`src/rtl/tach_counter_multi.sv`:
```
`timescale 1ns/1ps
// tach_counter_multi
// Multi-channel tachometer front end. Each channel synchronises its sensor
// input, rejects glitches shorter than FILT_CYCLES clocks, detects the
// selected edge(s) and counts them with saturation over a gate window shared
// by all channels. At the end of every window the counts are published
// together with a one-cycle valid strobe, per-channel stall flags and sticky
// overflow flags.
module tach_counter_multi #(
    parameter int NUM_CH      = 2,
    parameter int CNT_W       = 32,
    parameter int GATE_CYCLES = 100000000,
    parameter int SYNC_STAGES = 2,
    parameter int FILT_CYCLES = 4,
    parameter int EDGE_MODE   = 0
) (
    input  logic                    clock,
    input  logic                    reset,
    input  logic                    enable,
    input  logic                    clear_flags,
    input  logic [NUM_CH-1:0]       tach_in,
    output logic [NUM_CH*CNT_W-1:0] count_out,
    output logic                    count_valid,
    output logic [NUM_CH-1:0]       overflow,
    output logic [NUM_CH-1:0]       stalled
);

    localparam int GATE_W = (GATE_CYCLES > 1) ? $clog2(GATE_CYCLES) : 1;
    localparam int RUN_W  = $clog2(FILT_CYCLES + 1);

    localparam logic [GATE_W-1:0] GATE_LAST = GATE_W'(GATE_CYCLES - 1);
    localparam logic [RUN_W-1:0]  RUN_LAST  = RUN_W'(FILT_CYCLES - 1);
    localparam logic [CNT_W-1:0]  CNT_MAX   = '1;

    // Edge selection: 0 = rising, 1 = falling, 2 = both.
    localparam bit COUNT_RISE = (EDGE_MODE == 0) || (EDGE_MODE == 2);
    localparam bit COUNT_FALL = (EDGE_MODE == 1) || (EDGE_MODE == 2);

    // Input front end state
    logic [SYNC_STAGES-1:0] sync_q   [NUM_CH];
    logic [RUN_W-1:0]       run_q    [NUM_CH];
    logic [NUM_CH-1:0]      filt_q;
    logic [NUM_CH-1:0]      filt_d_q;

    // Counting and result state
    logic [CNT_W-1:0]       cnt_q    [NUM_CH];
    logic [CNT_W-1:0]       cnt_next [NUM_CH];
    logic [CNT_W-1:0]       result_q [NUM_CH];
    logic [NUM_CH-1:0]      overflow_q;
    logic [NUM_CH-1:0]      stalled_q;
    logic [GATE_W-1:0]      gate_q;
    logic                   valid_q;

    // Per-channel combinational helpers
    logic [NUM_CH-1:0]      sync_lvl;
    logic [NUM_CH-1:0]      edge_hit;
    logic [NUM_CH-1:0]      sat_hit;
    logic                   tc;

    // Terminal cycle of the gate window; never occurs while disabled.
    assign tc = enable && (gate_q == GATE_LAST);

    // Edge detection and the saturating next count for every channel.
    always_comb begin
        // NOTE: every always_comb output gets a default first so no path leaves it unassigned and infers a latch.
        sync_lvl = '0;
        edge_hit = '0;
        sat_hit  = '0;
        for (int i = 0; i < NUM_CH; i++) begin
            cnt_next[i] = cnt_q[i];
            sync_lvl[i] = sync_q[i][SYNC_STAGES-1];
            edge_hit[i] = (COUNT_RISE && filt_q[i] && !filt_d_q[i]) ||
                          (COUNT_FALL && !filt_q[i] && filt_d_q[i]);
            sat_hit[i]  = enable && edge_hit[i] && (cnt_q[i] == CNT_MAX);
            if (edge_hit[i] && (cnt_q[i] != CNT_MAX)) begin
                cnt_next[i] = cnt_q[i] + CNT_W'(1);
            end
        end
    end

    // Synchroniser chain, glitch filter and the delayed filtered level.
    always_ff @(posedge clock) begin
        if (!reset) begin
            // NOTE: these per-channel arrays are ordinary flops rather than RAM, so clearing every element on reset is intended.
            for (int i = 0; i < NUM_CH; i++) begin
                sync_q[i] <= '0;
                run_q[i]  <= '0;
            end
            filt_q   <= '0;
            filt_d_q <= '0;
        end else begin
            // NOTE: sequential state uses non-blocking assignments so every flop samples pre-edge values.
            filt_d_q <= filt_q;
            for (int i = 0; i < NUM_CH; i++) begin
                sync_q[i] <= {sync_q[i][SYNC_STAGES-2:0], tach_in[i]};
                if (sync_lvl[i] == filt_q[i]) begin
                    run_q[i] <= '0;
                end else if (run_q[i] == RUN_LAST) begin
                    filt_q[i] <= sync_lvl[i];
                    run_q[i]  <= '0;
                end else begin
                    run_q[i] <= run_q[i] + RUN_W'(1);
                end
            end
        end
    end

    // Edge counters, window results and the status flags.
    always_ff @(posedge clock) begin
        if (!reset) begin
            for (int i = 0; i < NUM_CH; i++) begin
                cnt_q[i]    <= '0;
                result_q[i] <= '0;
            end
            overflow_q <= '0;
            stalled_q  <= '0;
        end else begin
            for (int i = 0; i < NUM_CH; i++) begin
                if (!enable) begin
                    cnt_q[i] <= '0;
                end else if (tc) begin
                    // An edge on the terminal cycle closes into this window.
                    cnt_q[i]     <= '0;
                    result_q[i]  <= cnt_next[i];
                    stalled_q[i] <= (cnt_next[i] == '0);
                end else begin
                    cnt_q[i] <= cnt_next[i];
                end

                // A saturation event in the same cycle beats a clear request.
                if (sat_hit[i]) begin
                    overflow_q[i] <= 1'b1;
                end else if (clear_flags) begin
                    overflow_q[i] <= 1'b0;
                end
            end
        end
    end

    // Shared gate counter and the registered end-of-window strobe.
    always_ff @(posedge clock) begin
        if (!reset) begin
            gate_q  <= '0;
            valid_q <= 1'b0;
        end else begin
            valid_q <= tc;
            if (!enable || tc) begin
                gate_q <= '0;
            end else begin
                gate_q <= gate_q + GATE_W'(1);
            end
        end
    end

    // Pack the per-channel results onto the flat output bus.
    always_comb begin
        count_out = '0;
        for (int i = 0; i < NUM_CH; i++) begin
            count_out[i*CNT_W +: CNT_W] = result_q[i];
        end
    end

    assign count_valid = valid_q;
    assign overflow    = overflow_q;
    assign stalled     = stalled_q;

endmodule
```
`config.mk`:
```
export PLATFORM = sky130hd
export DESIGN_NAME = tach_counter_multi
export DESIGN_NICKNAME = d
export VERILOG_FILES = /design/src/rtl/tach_counter_multi.sv
export SDC_FILE = /design/constraint.sdc
export NUM_CORES = 1
export LEC_CHECK = 0
export ABC_AREA = 1
export CELL_PAD_IN_SITES_DETAIL_PLACEMENT = 1
export CELL_PAD_IN_SITES_GLOBAL_PLACEMENT = 1
export CORE_ASPECT_RATIO = 0.75
export CORE_UTILIZATION = 44
export DETAILED_ROUTE_END_ITERATION = 10
export PLACE_DENSITY_LB_ADDON = 0.12
export SYNTH_ARGS = -nofsm -noshare
export SYNTH_HDL_FRONTEND = slang
export SYNTH_SLANG_ARGS = --single-unit
```
`constraint.sdc`:
```
create_clock -name clock -period 3.9 [get_ports clock]
set_clock_uncertainty 0.15 [all_clocks]
set_input_delay 0.585 -clock clock [delete_from_list [all_inputs] [get_ports clock]]
set_output_delay 0.585 -clock clock [all_outputs]
set_load 0.05 [all_outputs]
```
Yosys cells after proc, flatten, opt, wreduce, memory -nomap -nowiden
Memory sizes are Yosys's and may differ from the RTL's.
Cells that the tools add are included.
Word-level totals
  register bits after elaboration: 36
  bits in latches: 0
  memory bits (writable): 138
  bits in read-only memories: 0
  input port bits: 6
  output and inout port bits: 69
  logic and storage cells: 122
  memories kept: 4
Memory list
  cnt_q: words 2, bits a word 32, rd ports 2, clocked after Yosys merged registers in 0, wr ports 2, RTL line 46  | logic [CNT_W-1:0] cnt_q [NUM_CH];
  result_q: words 2, bits a word 32, rd ports 2, clocked after Yosys merged registers in 0, wr ports 2, RTL line 48  | logic [CNT_W-1:0] result_q [NUM_CH];
  run_q: words 2, bits a word 3, rd ports 2, clocked after Yosys merged registers in 0, wr ports 2, RTL line 41  | logic [RUN_W-1:0] run_q [NUM_CH];
  sync_q: words 2, bits a word 2, rd ports 2, clocked after Yosys merged registers in 0, wr ports 2, RTL line 40  | logic [SYNC_STAGES-1:0] sync_q [NUM_CH];
Cells by class
  add/subtract/negate cells: 5
  multiply operators: 0
  divide/modulo/power cells: 0
  $lt $le $gt $ge: 0
  equal/unequal tests: 9
  shifts and indexed selects: 0
  multiplexer cells: 56
  bitwise operators: 19
  reduce and logical (&&, ||, !) cells: 21
Operator list (count)
  32-bit two-way mux: 10
  32-bit by 1-bit adder with 32-bit output (second input constant): 2
  32-bit == test (second input constant): 2
  32-bit zero test: 2
  32-bit inequality test (second input constant): 2
  1-bit two-way mux: 38
  27-bit by 1-bit adder with 27-bit output (second input constant): 1
  27-bit == test (second input constant): 1
  3-bit two-way mux: 6
  1-bit OR: 16
  1-bit logical AND: 9
  3-bit by 1-bit adder with 3-bit output (second input constant): 2
  3-bit by 2-bit == test with 1-bit output (second input constant): 2
  2-bit AND reduction: 3
  2-bit two-way mux: 2
  2-bit nonzero test: 2
  1-bit zero test: 3
  1-bit inverter: 3
  1-bit == test: 2
  2-bit OR reduction: 1
  1-bit logical OR: 1

Longest topological paths before layout
Gate-level depths: netlist of the first run.
  word-level depth: 8
  depth in mapped cells: 17

Least setup slack after synthesis of the first run
Ideal clock, no wire load.
  path type: flip-flop to flip-flop
  start: register gate_q[0]
  end: register stalled_q[0], in the netlist stalled[0]
  setup time: 113 ps
  arrival: 2942 ps
  data required time: 3637 ps
  slack: 694 ps
  stages on the path, launching flop included: 15
  path buffers: 0
  period minus slack after synthesis: 3206 ps
  path through: dfxtp_1 > ha_1 > nand2_1 > inv_1 > nand2_1 > nor2_2 > nand2_1 > nor2_1 > nand3_1 > nor2_1 > inv_1 > nand2_1 > inv_1 > nand2_1 > nand2_1
Between the ends
  longest elaborated chain between the ends: 3
Ends and longest elaborated chain
  from (decl): RTL line 51  | logic [GATE_W-1:0] gate_q;
  from (signal assigned): RTL line 150  | gate_q <= gate_q + GATE_W'(1);
  27-bit == test: RTL line 61  | assign tc = enable && (gate_q == GATE_LAST);
  1-bit logical AND: RTL line 61
  2-bit AND reduction (no line)
  to (signal, indexed assignment): RTL line 125  | stalled_q[i] <= (cnt_next[i] == '0);
  to (decl): RTL line 50  | logic [NUM_CH-1:0] stalled_q;
Every way passes these cells.
A chain may end at the register's enable or synchronous reset.

==> flow_metrics.py, run 1 <==
metrics = {
    "timing": {
        "hold_violations": 0,
        "relSlewSlack": 0.374,
        "grt_setup_unrepaired": "no",
        "min_period_over_period": 0.816,
        "max_freq_mhz": 314,
        "setup_violations": 0,
        "worst_hold_slack_ps": 267,
        "layout_min_cycle_time_ps": 3180,
        "worst-slew-pin-transition_ps": 937,
        "maxSlewViolCount": 0,
        "setup_tns_ps": 0,
    },
    "setup_path": {
        "crit_required_ps": 4140,
        "rrSetupSlack_ps": 720,
        "cp-start-kind": "register",
        "r2r-end": "stalled[1]$_SDFFE_PN0P_",
        "critPathCapture": "stalled[1]$_SDFFE_PN0P_",
        "r2r_start": "cnt_q[1][0]$_SDFFCE_PN0P_",
        "endpoint_kind": "register",
        "worstSetupPathType": "register to register",
        "worstPathMaxFanout": 31,
        "startpoint": "cnt_q[1][0]$_SDFFCE_PN0P_",
        "cp.arrival_ps": 3420,
        "worstRegToRegCells": 14,
    },
    "floorplanning": {
        "die_w_um": 169,
        "core_area_um2": 20300,
        "die_h_um": 127,
        "fp.dieArea_um2": 21400,
        "initial_utilization": 0.450,
        "io_pins": 75,
        "rows": 45,
    },
    "synth": {
        "synthArstFlopShare": 0,
        "synth_top_area_frac": 0.440,
        "synth_edf_count": 134,
        "synth_area_leaders": "edfxtp_1, nand2_1, nor2_1, dfxtp_1, inv_1",
        "netlist_area_um2": 9150,
        "ys_warn_count": 0,
        "synth-seq-cells": 174,
        "synthCells": 1154,
        "seq_area_frac_synth": 0.527,
        "yosys.area.top_type": "edfxtp_1",
        "synthDistinctLibCells": 40,
        "yosysMostFrequentCell": "nand2_1",
        "syn_area_per_cell_um2": 7.93,
        "synth_common_cells": "nand2_1, nor2_1, edfxtp_1, inv_1, nand3_1",
        "synthFlopType": "edfxtp_1",
    },
    "cells_and_area": {
        "fin_nets": 1313,
        "nFillCells": 2554,
        "drive_gt1_frac": 0.0564,
        "antenna_cells": 0,
        "final_cell_area_um2": 11100,
        "syn_to_final_growth_pct": 20.8,
    },
    "clocking": {
        "postCtsHoldBufs": 0,
        "cts_inserted_buffers": 17,
        "cts-root-buf": "clkbuf_16",
        "clk_path_buf_depth": 2,
        "cts.repair.resized": 0,
        "cts_tree": "yes",
        "htreeDepth": 4,
        "clkSlewWorstSetupHoldPaths_ps": 70,
        "cts_sinks": 174,
        "insertion_delay_ps": 440,
        "post_cts_buffers": 0,
    },
    "power_and_ir_drop": {
        "p_per_area_nw_per_um2": 379,
        "finalPower_mw": 4.19,
        "power_leakage_nw": 4.43,
        "vdd_drop_max_mv": 0.184,
    },
    "detailed_routing": {
        "via_per_inst": 5.00,
        "vias": 7981,
        "drt_iter0_markers": 558,
        "wl_met3_um": 1410,
        "wl_per_cell_um": 16.2,
        "dr_wl_met2_um": 11400,
        "totalWireLength_um": 25800,
        "drt-pass1-iter-count": 4,
        "top_layer_used": "met4",
        "ant_nets": 0,
        "wl_met1_um": 12600,
        "drcViolationCount": 0,
    },
    "status": {
        "status": "finished, final reports clean",
    },
    "global_route": {
        "grt_start_max_net_pins": 71,
        "antenna_found_initial": 0,
        "grt_usage": 0.258,
        "grt_pass1_vias": 8151,
        "grt_pass1_wl_um": 42500,
        "overflow": 0,
    },
    "flow_run": {
        "cap_violations": 0,
    },
    "hold_path": {
        "hold_path_class": "register to register",
    },
    "placed_design": {
        "placed_area_um2": 10500,
        "place.gp.congestion": 0.912,
        "hpwl_um": 19300,
        "portBuffers": 74,
    },
}
critical path, cell delays in order, from the launching register on:
cell      delay, ps
edfxtp_1        390
ha_1            230
nand2_1          80
nor2_1          120
nand2_1         150
nor2_2          150
nand2_2         380
nand2_2         360
xor2_1          490
nand2_1         130
nor2_1          160
nand3_1         100
nor2_1          110
nand2_1          60
nand2_1          50
cells in the final DEF (no fill, tap or decap), types with 3 or more instances in the layout:
| master | count |
|---|---|
| inv_1 | 126 |
| conb_1 | 70 |
| nand2_2 | 9 |
| edfxtp_1 | 134 |
| nor2_4 | 4 |
| nor3_1 | 13 |
| o21a_1 | 6 |
| clkdlybuf4s50_1 | 74 |
| clkbuf_16 | 19 |
| inv_2 | 3 |
| nand2_1 | 304 |
| buf_4 | 4 |
| xor2_1 | 18 |
| nand3_1 | 69 |
| nand3b_1 | 9 |
| and2_1 | 7 |
| nor2_1 | 285 |
| a21oi_1 | 20 |
| ha_1 | 7 |
| xnor2_1 | 7 |
| o21ai_0 | 13 |
| or2_2 | 4 |
| nand4_1 | 23 |
| inv_6 | 5 |
| nor2_2 | 12 |
| dfxtp_1 | 40 |
layer usage:
| metal | track usage | vias up |
|---|---|---|
| met5 | 0 | - |
| met4 | 0.0652 | 0 |
| met3 | 0.0534 | 27 |
| met2 | 0.402 | 161 |
| met1 | 0.367 | 3881 |
| li1 | - | 3912 |
state kept, by name (all words and copies together), names as in the netlist, 2 cells and up:
register,flops
cnt_q,64
result_q,64
gate_q,27
run_q,6
sync_q,4
filt_d_q,2
filt_q,2
overflow,2
stalled,2
worst min path at each step:
stage	to	depth (start not counted)	slack [ps]	startpoint
2_1_floorplan	sync_q[0][1]$_SDFF_PN0_	2	240	sync_q[0][0]$_SDFF_PN0_
3_3_place_gp	sync_q[0][1]$_SDFF_PN0_	2	240	sync_q[0][0]$_SDFF_PN0_
3_5_place_dp	sync_q[0][1]$_SDFF_PN0_	2	250	sync_q[0][0]$_SDFF_PN0_
4_1_cts	sync_q[0][1]$_SDFF_PN0_	2	270	sync_q[0][0]$_SDFF_PN0_
5_1_grt	sync_q[0][1]$_SDFF_PN0_	2	310	sync_q[0][0]$_SDFF_PN0_
6_report	sync_q[0][1]$_SDFF_PN0_	2	270	sync_q[0][0]$_SDFF_PN0_
logic make-up (layout without fill, tap and decap cells):
group,after synthesis,after routing,synth area share
AND/OR/NAND/NOR,746,746,0.343
flip-flops,174,174,0.527
buffers and inverters,152,242,0.0653
AO/OA/AOI/OAI,49,49,0.0308
XOR/XNOR,25,25,0.0239
adder cells (fa/ha/maj),7,7,0.00957
other,1,70,0.000410
power by group:
group | internal, mW | switching, mW | leakage [nW]
registers | 2.06 | 0.0543 | 1.71
clock network | 0.919 | 0.815 | 0.290
logic | 0.0964 | 0.249 | 2.43
layout make-up:
| class | count | area [um2] | area share |
|---|---|---|---|
| clock inverters | 12 | 111 | 0.0101 |
| inverters | 130 | 488 | 0.0441 |
| repair buffers | 80 | 811 | 0.0733 |
| flip-flops and latches | 174 | 4820 | 0.436 |
| clock buffers | 20 | 479 | 0.0433 |
| well taps | 282 | 353 | 0.0319 |
| multi-input cells | 897 | 3990 | 0.361 |
metrics by stage:
stage | instances | util | setup slack, ps
final | 1595 | 0.544 | 716
after global routing | 1595 | 0.544 | 466
after CTS | 1595 | 0.544 | 621
after detailed placement | 1563 | 0.515 | 662
after global placement | 1563 | 0.515 | 819
after floorplan | 1223 | - | 694
(Power assumes the default switching activity.)
==> inputs of run 2 (changes only) <==
==> constraint.sdc (replaced) <==
create_clock -name clock -period 3 [get_ports clock]
set_clock_uncertainty 0.15 [all_clocks]
set_input_delay 0.45 -clock clock [delete_from_list [all_inputs] [get_ports clock]]
set_output_delay 0.45 -clock clock [all_outputs]
set_load 0.05 [all_outputs]
==> flow_metrics.py, run 2 (synthesis results as in run 1) <==
metrics = {
    "clocking": {
        "clk_path_buf_depth": 2,
        "htreeDepth": 4,
        "cts_sinks": 174,
        "insertion_delay_ps": 440,
        "cts-root-buf": "clkbuf_16",
        "postCtsHoldBufs": 0,
        "cts_inserted_buffers": 17,
        "clkSlewWorstSetupHoldPaths_ps": 70,
        "cts_tree": "yes",
    },
    "placed_design": {
        "hpwl_um": 19900,
        "place.gp.congestion": 0.931,
        "portBuffers": 74,
    },
    "floorplanning": {
        "fp.dieArea_um2": 21400,
        "initial_utilization": 0.450,
        "io_pins": 75,
        "die_w_um": 169,
        "rows": 45,
        "die_h_um": 127,
        "core_area_um2": 20300,
    },
    "detailed_routing": {
        "drt_iter0_markers": 622,
        "wl_per_cell_um": 16.5,
        "via_per_inst": 5.02,
        "vias": 8046,
        "drt-pass1-iter-count": 5,
        "drcViolationCount": 0,
        "ant_nets": 0,
        "totalWireLength_um": 26400,
    },
    "power_and_ir_drop": {
        "p_clk_frac": 0.420,
        "vdd_drop_max_mv": 0.318,
        "switching_share": 0.269,
        "p_int_mw": 4.05,
        "seqPwrFrac": 0.497,
        "switchingPower_mw": 1.49,
        "power_leakage_nw": 4.50,
        "combPwrFrac": 0.083,
        "p_per_area_nw_per_um2": 496,
        "finalPower_mw": 5.53,
    },
    "global_route": {
        "grt_pass1_vias": 8014,
        "antenna_found_initial": 0,
        "grt_usage": 0.260,
        "grt_start_max_net_pins": 48,
        "overflow": 0,
        "grt_pass1_wl_um": 42400,
    },
    "setup_path": {
        "critPathCapture": "stalled[0]$_SDFFE_PN0P_",
        "rrSetupSlack_ps": 220,
        "crit_required_ps": 3230,
        "cp.arrival_ps": 3010,
        "cp-start-kind": "register",
        "startpoint": "cnt_q[0][0]$_SDFFCE_PN0P_",
        "worstSetupPathType": "register to register",
        "r2r-end": "stalled[0]$_SDFFE_PN0P_",
        "endpoint_kind": "register",
        "worstRegToRegCells": 15,
        "r2r_start": "cnt_q[0][0]$_SDFFCE_PN0P_",
        "worstPathMaxFanout": 14,
    },
    "hold_path": {
        "hold_path_class": "register to register",
    },
    "timing": {
        "setup_tns_ps": 0,
        "worst-slew-pin-transition_ps": 530,
        "maxSlewViolCount": 0,
        "hold_violations": 0,
        "relSlewSlack": 0.645,
        "setup_violations": 0,
        "min_period_over_period": 0.927,
        "grt_setup_unrepaired": "no",
        "layout_min_cycle_time_ps": 2780,
        "max_freq_mhz": 360,
    },
    "status": {
        "status": "finished, final reports clean",
    },
    "cells_and_area": {
        "antenna_cells": 0,
        "drive_gt1_frac": 0.0643,
        "final_common_cell": "nand2_1",
        "largest_registers": "cnt_q (64), result_q (64), gate_q (27)",
        "fin_util": 0.549,
        "layout_common_cells": "nand2_1, nor2_1, edfxtp_1",
        "fin_nets": 1321,
        "syn_to_final_growth_pct": 21.9,
    },
    "flow_run": {
        "cap_violations": 0,
    },
}
run 2: area by class of cell:
type                            instances  area [um2]
Clock buffer                           18         450
Inverter                              130         488
Fill cell                            2534        9170
Multi-Input combinational cell        897        4010
Tap cell                              282         353
Clock inverter                         14         160
Sequential cell                       174        4820
Timing Repair Buffer                   88         871
run 2: worst min-delay path by stage:
stage,depth (start not counted),endpoint,slack [ps],start
5_1_grt,2,sync_q[0][1]$_SDFF_PN0_,310,sync_q[0][0]$_SDFF_PN0_
3_5_place_dp,2,sync_q[0][1]$_SDFF_PN0_,260,sync_q[0][0]$_SDFF_PN0_
4_1_cts,2,sync_q[0][1]$_SDFF_PN0_,280,sync_q[0][0]$_SDFF_PN0_
3_3_place_gp,2,sync_q[0][1]$_SDFF_PN0_,240,sync_q[0][0]$_SDFF_PN0_
6_report,2,sync_q[0][1]$_SDFF_PN0_,270,sync_q[0][0]$_SDFF_PN0_
2_1_floorplan,2,sync_q[0][1]$_SDFF_PN0_,240,sync_q[0][0]$_SDFF_PN0_
run 2: critical path, stage by stage, from the launching register on:
cell	delay, ps
edfxtp_1	400
ha_1	220
inv_1	100
nor2_2	220
nand2_1	110
nor2_2	200
nand2_4	160
nand2_4	150
inv_2	120
a21oi_2	270
nand2_1	110
nor2_2	190
nand2_1	90
nor2_1	90
nand3_1	70
nand2_1	60
run 2: routing by layer:
metal | vias to the layer above | global-route usage | wire, um
li1 | 3925 | - | -
met1 | 3915 | 0.381 | 13200
met2 | 186 | 0.401 | 11800
met3 | 20 | 0.0446 | 1280
met4 | 0 | 0.0626 | 195
met5 | - | 0 | 0
run 2: repair_timing:
| action | in CTS | in global routing |
|---|---|---|
| endpoints found under the setup margin | 0 | 2 |
| setup buffers | 0 | 0 |
| gates resized for setup | 0 | 4 |
run 2: power by group through the flow:
stage	clock [mW]	combinational [mW]	sequential [mW]
floorplan	0	0.199	2.88
global placement	0	0.439	2.80
detailed placement	0	0.452	2.80
CTS	2.38	0.457	2.75
global route	2.46	0.504	2.76
finish	2.33	0.460	2.75
run 2: per-stage QoR:
step / instances / hold WS [ps] / worst slack (ps) / area [um2]
after CTS: 1603 / 275 / 81.0 / 11100
after global placement: 1571 / 244 / 309 / 10500
final: 1603 / 271 / 220 / 11200
after global routing: 1603 / 309 / 4.10 / 11200
after floorplan: 1223 / 240 / 412 / 9410
after detailed placement: 1571 / 257 / 117 / 10500
